## config.mk

```make
export PLATFORM = sky130hd
export DESIGN_NAME = output_scheduler
export DESIGN_NICKNAME = d
export VERILOG_FILES = /design/src/rtl/output_scheduler_pkg.sv /design/src/rtl/output_scheduler_rr_arb.sv /design/src/rtl/output_scheduler.sv
export SDC_FILE = /design/constraint.sdc
export NUM_CORES = 1
export LEC_CHECK = 0
export ABC_AREA = 1
export BUFFER_PORTS_ARGS = -buffer_cell sky130_fd_sc_hd__buf_4
export CORE_MARGIN = 1.5
export CORE_UTILIZATION = 47
export DETAILED_ROUTE_END_ITERATION = 7
export PLACE_DENSITY = 0.8
export SLEW_MARGIN = 20
export SYNTH_ARGS = -nofsm -noshare
export SYNTH_HDL_FRONTEND = slang
export SYNTH_HIERARCHICAL = 1
export SYNTH_SLANG_ARGS = --single-unit
```

## constraint.sdc

```tcl
create_clock -name Clock -period 2.3 [get_ports Clock]
set_input_delay 0 -clock Clock [delete_from_list [all_inputs] [get_ports Clock]]
set_output_delay 0 -clock Clock [all_outputs]
set_load 0.1 [all_outputs]
```

## src/rtl/output_scheduler_pkg.sv

```systemverilog
// output_scheduler_pkg
//   Shared definitions for the output scheduler slice: FSM state encoding,
//   requester (source) encoding, display special codes and the default
//   divider data width.
//   No ports (package).
package output_scheduler_pkg;

  // Default magnitude width shared with the BCD divider (holds up to 16383).
  localparam int OD_N = 14;

  // Display special codes
  localparam logic [3:0] BLANK_CODE = 4'hA;
  localparam logic [3:0] ERR_CODE   = 4'hE;

  typedef enum logic [1:0] {
    ST_IDLE    = 2'd0,
    ST_ISSUE   = 2'd1,
    ST_WAIT    = 2'd2,
    ST_CAPTURE = 2'd3
  } os_state_e;

  typedef enum logic {
    SRC_RES = 1'b0,
    SRC_ENT = 1'b1
  } os_src_e;

endpackage

```

## src/rtl/output_scheduler_rr_arb.sv

```systemverilog
// os_rr_arb
//   Two-requester round-robin arbiter. Grants are combinational and only
//   produced while gnt_en is high. On a tie the preferred requester wins;
//   after every grant the preference moves to the other requester, so the
//   requester not granted last wins the next tie. Preference starts at RES.
//   Ports:
//     Clock    in   rising-edge clock
//     Reset    in   asynchronous active-low reset
//     gnt_en   in   allow a grant this cycle
//     req_res  in   result requester
//     req_ent  in   entry requester
//     gnt_res  out  grant to result requester
//     gnt_ent  out  grant to entry requester
module os_rr_arb
  import output_scheduler_pkg::*;
(
  input  logic Clock,
  input  logic Reset,
  input  logic gnt_en,
  input  logic req_res,
  input  logic req_ent,
  output logic gnt_res,
  output logic gnt_ent
);

  os_src_e pref;

  always_comb begin
    gnt_res = 1'b0;
    gnt_ent = 1'b0;
    if (gnt_en) begin
      if (req_res && req_ent) begin
        gnt_res = (pref == SRC_RES);
        gnt_ent = (pref == SRC_ENT);
      end else begin
        gnt_res = req_res;
        gnt_ent = req_ent;
      end
    end
  end

  always_ff @(posedge Clock or negedge Reset) begin
    if (!Reset) begin
      pref <= SRC_RES;
    end else if (gnt_res) begin
      pref <= SRC_ENT;
    end else if (gnt_ent) begin
      pref <= SRC_RES;
    end
  end

endmodule

```

## src/rtl/output_scheduler.sv

```systemverilog
// output_scheduler
//   Shares the BCD divider between the result path (RES) and the operand
//   entry echo path (ENT). A granted request is latched, loaded into the
//   divider, waited out for DIV_CYCLES, and its four digits plus sign and
//   overflow flag are captured into the display registers while the
//   requester is acknowledged. Magnitudes above MAX_VAL skip the divider
//   and capture the error code on all digits.
//   Optional feature macro: OS_BLANK_EN -- blank leading zero digits
//   (disp3 downward, disp0 never) with code 4'hA on non-error captures.
//   Ports:
//     Clock, Reset             clock / async active-low reset
//     req_res, res_data,       result request (level), magnitude, sign,
//     res_neg, ack_res         one-cycle acknowledge
//     req_ent, ent_data,       entry request (level), magnitude, sign,
//     ent_neg, ack_ent         one-cycle acknowledge
//     od_load, od_data         divider load pulse and operand
//     od_bcd0..od_bcd3         divider digit outputs (bcd0 least significant)
//     disp0..disp3             captured display digits
//     disp_neg, disp_err       captured sign and overflow flag
//     disp_src                 captured source (0 = RES, 1 = ENT)
//     disp_valid               set by the first capture
//     busy                     high outside IDLE
module output_scheduler
  import output_scheduler_pkg::*;
#(
  parameter int DATA_W     = OD_N,
  parameter int DIV_CYCLES = 4,
  parameter int MAX_VAL    = 9999
) (
  input  logic              Clock,
  input  logic              Reset,
  input  logic              req_res,
  input  logic [DATA_W-1:0] res_data,
  input  logic              res_neg,
  output logic              ack_res,
  input  logic              req_ent,
  input  logic [DATA_W-1:0] ent_data,
  input  logic              ent_neg,
  output logic              ack_ent,
  output logic              od_load,
  output logic [DATA_W-1:0] od_data,
  input  logic [3:0]        od_bcd0,
  input  logic [3:0]        od_bcd1,
  input  logic [3:0]        od_bcd2,
  input  logic [3:0]        od_bcd3,
  output logic [3:0]        disp0,
  output logic [3:0]        disp1,
  output logic [3:0]        disp2,
  output logic [3:0]        disp3,
  output logic              disp_neg,
  output logic              disp_err,
  output logic              disp_src,
  output logic              disp_valid,
  output logic              busy
);

  localparam int                CNT_W    = $clog2(DIV_CYCLES + 1);
  localparam logic [CNT_W-1:0]  CNT_LAST = CNT_W'(DIV_CYCLES - 1);
  localparam logic [DATA_W-1:0] MAX_MAG  = DATA_W'(MAX_VAL);

  // Digit formatting applied on a non-error capture.
  function automatic logic [15:0] fmt_digits(input logic [15:0] d);
    logic [15:0] r;
    r = d;
`ifdef OS_BLANK_EN
    // Blank from the top digit down until the first non-zero digit.
    if (r[15:12] == 4'd0) begin
      r[15:12] = BLANK_CODE;
      if (r[11:8] == 4'd0) begin
        r[11:8] = BLANK_CODE;
        if (r[7:4] == 4'd0) begin
          r[7:4] = BLANK_CODE;
        end
      end
    end
`endif
    return r;
  endfunction

  os_state_e         state_q, state_d;
  logic [CNT_W-1:0]  cnt_q;
  os_src_e           src_q;
  logic              err_q;
  logic              sign_q;
  logic [DATA_W-1:0] opnd_q;

  logic              gnt_en, gnt_res, gnt_ent, gnt_any;
  logic [DATA_W-1:0] sel_mag;
  logic              sel_neg;
  logic              mag_ovf;

  assign gnt_en  = (state_q == ST_IDLE);
  assign gnt_any = gnt_res | gnt_ent;
  assign sel_mag = gnt_ent ? ent_data : res_data;
  assign sel_neg = gnt_ent ? ent_neg : res_neg;
  assign mag_ovf = (sel_mag > MAX_MAG);

  os_rr_arb u_arb (
    .Clock   (Clock),
    .Reset   (Reset),
    .gnt_en  (gnt_en),
    .req_res (req_res),
    .req_ent (req_ent),
    .gnt_res (gnt_res),
    .gnt_ent (gnt_ent)
  );

  always_comb begin
    state_d = state_q;
    od_load = 1'b0;
    ack_res = 1'b0;
    ack_ent = 1'b0;
    case (state_q)
      ST_IDLE: begin
        // Overflowing magnitudes never reach the divider.
        if (gnt_any) state_d = mag_ovf ? ST_CAPTURE : ST_ISSUE;
      end
      ST_ISSUE: begin
        od_load = 1'b1;
        state_d = ST_WAIT;
      end
      ST_WAIT: begin
        if (cnt_q == CNT_LAST) state_d = ST_CAPTURE;
      end
      ST_CAPTURE: begin
        ack_res = (src_q == SRC_RES);
        ack_ent = (src_q == SRC_ENT);
        state_d = ST_IDLE;
      end
      default: state_d = ST_IDLE;
    endcase
  end

  assign busy    = (state_q != ST_IDLE);
  assign od_data = od_load ? opnd_q : '0;

  // Grant stage: control state and request attributes
  always_ff @(posedge Clock or negedge Reset) begin
    if (!Reset) begin
      state_q <= ST_IDLE;
      cnt_q   <= '0;
      src_q   <= SRC_RES;
      err_q   <= 1'b0;
    end else begin
      state_q <= state_d;
      if (state_q == ST_ISSUE) begin
        cnt_q <= '0;
      end else if (state_q == ST_WAIT) begin
        cnt_q <= cnt_q + CNT_W'(1);
      end
      if (gnt_any) begin
        src_q <= gnt_ent ? SRC_ENT : SRC_RES;
        err_q <= mag_ovf;
      end
    end
  end

  always_ff @(posedge Clock) begin
    if (gnt_any) begin
      opnd_q <= sel_mag;
      sign_q <= sel_neg;
    end
  end

  // Capture stage: display registers
  always_ff @(posedge Clock or negedge Reset) begin
    if (!Reset) begin
      {disp3, disp2, disp1, disp0} <= '0;
      disp_neg   <= 1'b0;
      disp_err   <= 1'b0;
      disp_src   <= 1'b0;
      disp_valid <= 1'b0;
    end else if (state_q == ST_CAPTURE) begin
      {disp3, disp2, disp1, disp0} <= err_q ? {4{ERR_CODE}}
                                            : fmt_digits({od_bcd3, od_bcd2, od_bcd1, od_bcd0});
      disp_neg   <= sign_q;
      disp_err   <= err_q;
      disp_src   <= src_q;
      disp_valid <= 1'b1;
    end
  end

endmodule

```

==> Yosys cells after proc, flatten, opt, wreduce, memory -nomap -nowiden <==
Index checks and enable logic that the tools add are counted.
{ "op_classes": {"n_addsub": 1, "multipliers": 0, "div": 0, "n_lt_le_gt_ge": 1, "n_eq_ne": 6, "n_shift": 0, "mux": 20, "bitwise_logic": 3, "reduce_logical": 6} }
{ "op_table": {"columns": ["op", "count"], "rows": [
  ["14-bit 2-to-1 mux", 2],
  ["16-bit 2-to-1 mux", 1],
  ["14-bit greater-than comparator, second input constant", 1],
  ["1-bit 2-to-1 mux", 11],
  ["2-bit one-hot mux with 4 select lines", 1],
  ["2-bit 2-to-1 mux", 3],
  ["3-bit 2-to-1 mux", 2],
  ["2-bit nonzero test", 3],
  ["2-bit equality test, second input constant", 2],
  ["3-bit by 1-bit adder with 3-bit output, second input constant", 1],
  ["3-bit by 2-bit equality test with 1-bit output, second input constant", 1],
  ["2-bit by 1-bit equality test with 1-bit output, second input constant", 1],
  ["2-bit zero test", 1],
  ["2-bit by 1-bit != test with 1-bit output, second input constant", 1],
  ["2-bit != test, second input constant", 1],
  ["1-bit inverter", 2],
  ["2-bit AND reduction", 1],
  ["1-bit logical AND", 1],
  ["1-bit OR", 1]
]} }
{ "totals": {"regBits": 43, "latchBits": 0, "mem_bits_rw": 0, "romBits": 0, "inputBits": 50, "word_cells": 52, "memories": 0} }

==> Depth between registers and ports, before layout <==
{ "logic_depth": {"depth_word": 8, "depth_mapped": 17} }

==> Modules after synthesis <==
The synthesis kept the hierarchy.
{ "modules_own_cells": {"columns": ["module", "n_inst", "cells_per_inst", "area_per_inst_um2"], "rows": [
  ["output_scheduler", 1, 195, 1908.1],
  ["os_rr_arb", 1, 11, 63.8]
]} }

==> Least setup slack after synthesis <==
No wires, ideal clock.
{ "synth_timing": {"kind": "reg2out", "startpoint": "register state_q[1]", "endpoint": "output od_data[10]", "arrival_ps": 2335, "required_time_ps": 2300, "path_slack_ps": -35, "stages_incl_launch_ff": 6, "path_buffers": 1, "path_cell_list": "dfrtp_1 > inv_1 > ha_1 > clkbuf_1 > nand2_1 > inv_1"} }
{ "synth_via": {"elab_chain_len": 3} }
{ "synth_rtl": {"columns": ["element", "line_no", "text"], "rows": [
  ["from (decl)", "output_scheduler.sv:80", "os_state_e state_q, state_d;"],
  ["from (signal assigned)", "output_scheduler.sv:145", "state_q <= state_d;"],
  ["2-bit by 1-bit equality test with 1-bit output", "output_scheduler.sv:113", "case (state_q)"],
  ["1-bit 2-to-1 mux", "output_scheduler.sv:113", null],
  ["via od_load", "output_scheduler.sv:40", "output logic od_load,"],
  ["14-bit 2-to-1 mux", "output_scheduler.sv:135", "assign od_data = od_load ? opnd_q : '0;"],
  ["to (decl)", "output_scheduler.sv:41", "output logic [DATA_W-1:0] od_data,"]
]} }
The timed path passes the listed nets, and every way through them passes these cells.

==> Final worst setup path <==
{ "layout_timing": {"startpoint": "register state_q[0]", "endpoint": "register opnd_q[12], data pin"} }
{ "layout_via": {"elab_chain_len": 3} }
{ "layout_rtl": {"columns": ["element", "line_no", "text"], "rows": [
  ["2-bit zero test", "output_scheduler.sv:92", "assign gnt_en = (state_q == ST_IDLE);"],
  ["via gnt_en", "output_scheduler.sv:87", "logic gnt_en, gnt_res, gnt_ent, gnt_any;"],
  ["1-bit 2-to-1 mux", "output_scheduler_rr_arb.sv:31", "if (gnt_en) begin"],
  ["via gnt_ent", "output_scheduler.sv:87", null],
  ["14-bit 2-to-1 mux", "output_scheduler.sv:94", "assign sel_mag = gnt_ent ? ent_data : res_data;"],
  ["via sel_mag[12]", "output_scheduler.sv:88", "logic [DATA_W-1:0] sel_mag;"],
  ["to (signal assigned)", "output_scheduler.sv:160", "opnd_q <= sel_mag;"],
  ["to (decl)", "output_scheduler.sv:85", "logic [DATA_W-1:0] opnd_q;"]
]} }
The timed path passes the listed nets, and every way through them passes these cells.
A chain may end at the register's enable or synchronous reset.

==> reports/metrics.csv <==
metric,value,unit
CP Launch Type,flip-flop,
clk root buf,clkbuf_8,
Die Footprint,4590,um2
crit share post-route,95.3,%
num ports,88,
critical-path cell list,inv_1 -> ha_2 -> nand2_1 -> a21oi_4 -> inv_4 -> nand2_1 -> nand2_1 -> dlygate4sd3_1,
Setup Skew,0.00954,ns
Starting DRT DRC Count,152,
Die Wd,67.8,um
Final ANT Viol Nets,0,
adder-cell share of the synthesized area,3.81,%
Nets,393,
Synth Register Bits,43,
vias in the first global route,1882,
Total GRT Usage,25.9,%
Crit Path Category,flip-flop to flip-flop,
first-pass GRT wire length,8480,um
post-synthesis mux area share,0,%
largest family of logic cells by synthesized area,simple AND/OR/NAND/NOR gates,
Met2 Routed Length,3150,um
Mapped Cells,206,
Clock Latency Late Sink,0.30,ns
max layer used,met4,
Num CTS Buffers,5,
Clock transition at path regs,0.09,ns
Final Hold Viols,0,
Max Cap Violations,0,
status,"complete, no violations",
R2R Path Start,state_q[0],
Post-synth EDFFs,15,
"Buf+Inv Stages, Crit Path",3,
synth warn,6,
final WL,5600,um
routed wl met3,296,um
Core Region,4030,um2
crit path max fanout,15,
pin count of the biggest net entering global routing,29,
CTS max path bufs,2,
top_reg_cell synth,dfrtp_1,
Core Rows,23,
post-layout min period,2.19,ns
routed vias,1862,
Mapped Avg Cell Area,9.57,um2
I/O Buffers,87,
cells taking the most area after synthesis,"dfrtp_1 (36%), edfxtp_1 (23%), nand2_1 (15%)",
First-pass DRT Iterations,4,
H-tree Lvls,2,
HP Class,input pin to flip-flop,
HP Start,res_data[7],
initial antenna violation count,0,
Worst Path Arrival,2.25,ns
Yosys top cell area share,35.5,%
final setup fails,0,
most frequent cell after synthesis,nand2_1,
crit path launch,state_q[0],
Die H,67.8,um
share of synthesized registers carrying an async set or reset,65.1,%
critical path's most frequent cell,nand2_1,
Setup TNS,0,ns
share of layout cells above drive strength 1,33.4,%
Post-Synth Simple-Gate Area,19.5,%
sequential cell area fraction in the yosys report,58.4,%
final RePlAce weighted congestion,0.787,
Critical Path RT,2.36,ns
relative slew slack,76.7,%
post-DR wirelength/cell,14.4,um
f_max,456,MHz
# diodes,0,
crit-path leading delay family,buffers and inverters,
Post-Syn Area,1970,um2
CTS tree,done,
Mapped Nets,262,
CTS sink cnt,43,
Area Growth Syn to Fin,62.9,%
DR vias/cell,4.80,
max-slew violation count,0,
grt ovf,0,
Critical Path Max Stage Delay,0.55,ns
Post-synth top cells,"nand2_1 (81), dfrtp_1 (28), inv_1 (28), edfxtp_1 (15), o22a_1 (12)",
XOR/XNOR share of the synthesized area,0,%
CP max stage cell,dlygate4sd3_1,
CP Capture Type,flip-flop,
Detail Placement HPWL,3320,um
Worst Max-Slew Pin Slew,0.350,ns
post-synth top area cell,dfrtp_1,
Initial Util,48.9,%
Synth Area in Compound Gates,9.64,%
Synth cell types,22,
Metal-1 WL,2090,um
drt drc,0,
[layer usage]
layer | vias up | global-route usage [%]
met4 | 0 | 7.00
li1 | 913 | -
met3 | 7 | 5.83
met2 | 76 | 49.1
met5 | - | 0
met1 | 866 | 28.7
[worst register-to-register path, cell delays in order (launching register included)]
cell and delay [ns]:
dfrtp_1 0.41, inv_1 0.12, ha_2 0.22, nand2_1 0.11, a21oi_4 0.23, inv_4 0.13, nand2_1 0.11, nand2_1 0.08
dlygate4sd3_1 0.55
[worst paths after layout]
path	slack, ns	cells after the start	to
max	0.11	8	opnd_q[12]
min	0.01	3	opnd_q[7]
max reg2reg	0.11	8	opnd_q[12]
min reg2reg	0.45	2	disp_neg
max in group asynchronous	1.87	2	disp2[1]
min in group asynchronous	0.17	2	err_q
[timing repair]
item	in CTS	in global routing
buffers inserted	0	1
hold endpoints to repair	56	0
endpoints found under the setup margin	0	11
hold buffers	39	0
resized for setup	0	2
[cell usage in the layout, fill, tap and decap left out]
master	instances
nor2_1	6
nand2_1	81
dlygate4sd3_1	39
a22oi_1	1
a21oi_1	1
nor2_2	2
ha_2	2
inv_2	2
a21oi_4	1
buf_4	92
clkbuf_16	1
or2_2	2
o22ai_1	2
nor2_4	1
o21ai_0	3
bufinv_16	1
clkinvlp_4	1
clkbuf_8	5
a22o_1	4
o21ai_1	1
ha_1	4
o22a_1	12
nand2_4	2
edfxtp_1	15
inv_1	28
dfrtp_1	28
inv_4	1
[area by class of cell]
class | count | area, um2
well taps | 50 | 62.6
repair buffers | 131 | 1080
clock inverters | 2 | 37.5
fillers | 243 | 817
clock buffers | 6 | 93.8
multi-input cells | 125 | 667
flip-flops and latches | 43 | 1150
inverters | 31 | 119
[state kept, by name, summed over array words and instances, names as in the netlist]
name,count
u_arb/pref,1
disp2,4
opnd_q,14
disp_src,1
disp0,4
disp3,4
cnt_q,3
state_q,2
sign_q,1
disp1,4
src_q,1
disp_neg,1
err_q,1
disp_valid,1
disp_err,1
[cells by family after synthesis]
kind of cell	count (synthesis)
adders and majority gates	6
buffers and inverters	38
and+or+nand+nor	94
DFF	43
AOI/OAI and AO/OA	25
[stage by stage]
stage	std cells	hold slack (ns)	cell area [um2]	setup WS (ns)	util, %
floorplan	206	-0.296	1970	0.272	-
global placement	340	-0.0636	2670	0.344	66.3
detailed placement	340	-0.0644	2670	0.227	66.3
CTS	387	0.000722	3190	0.0508	79.3
global route	388	0.0136	3210	-0.0138	79.7
finish	388	0.0122	3210	0.107	79.7
Power is left out: the tool's default activity adds up to more than one toggle a clock period on the data nets, which glitch-free logic cannot reach.
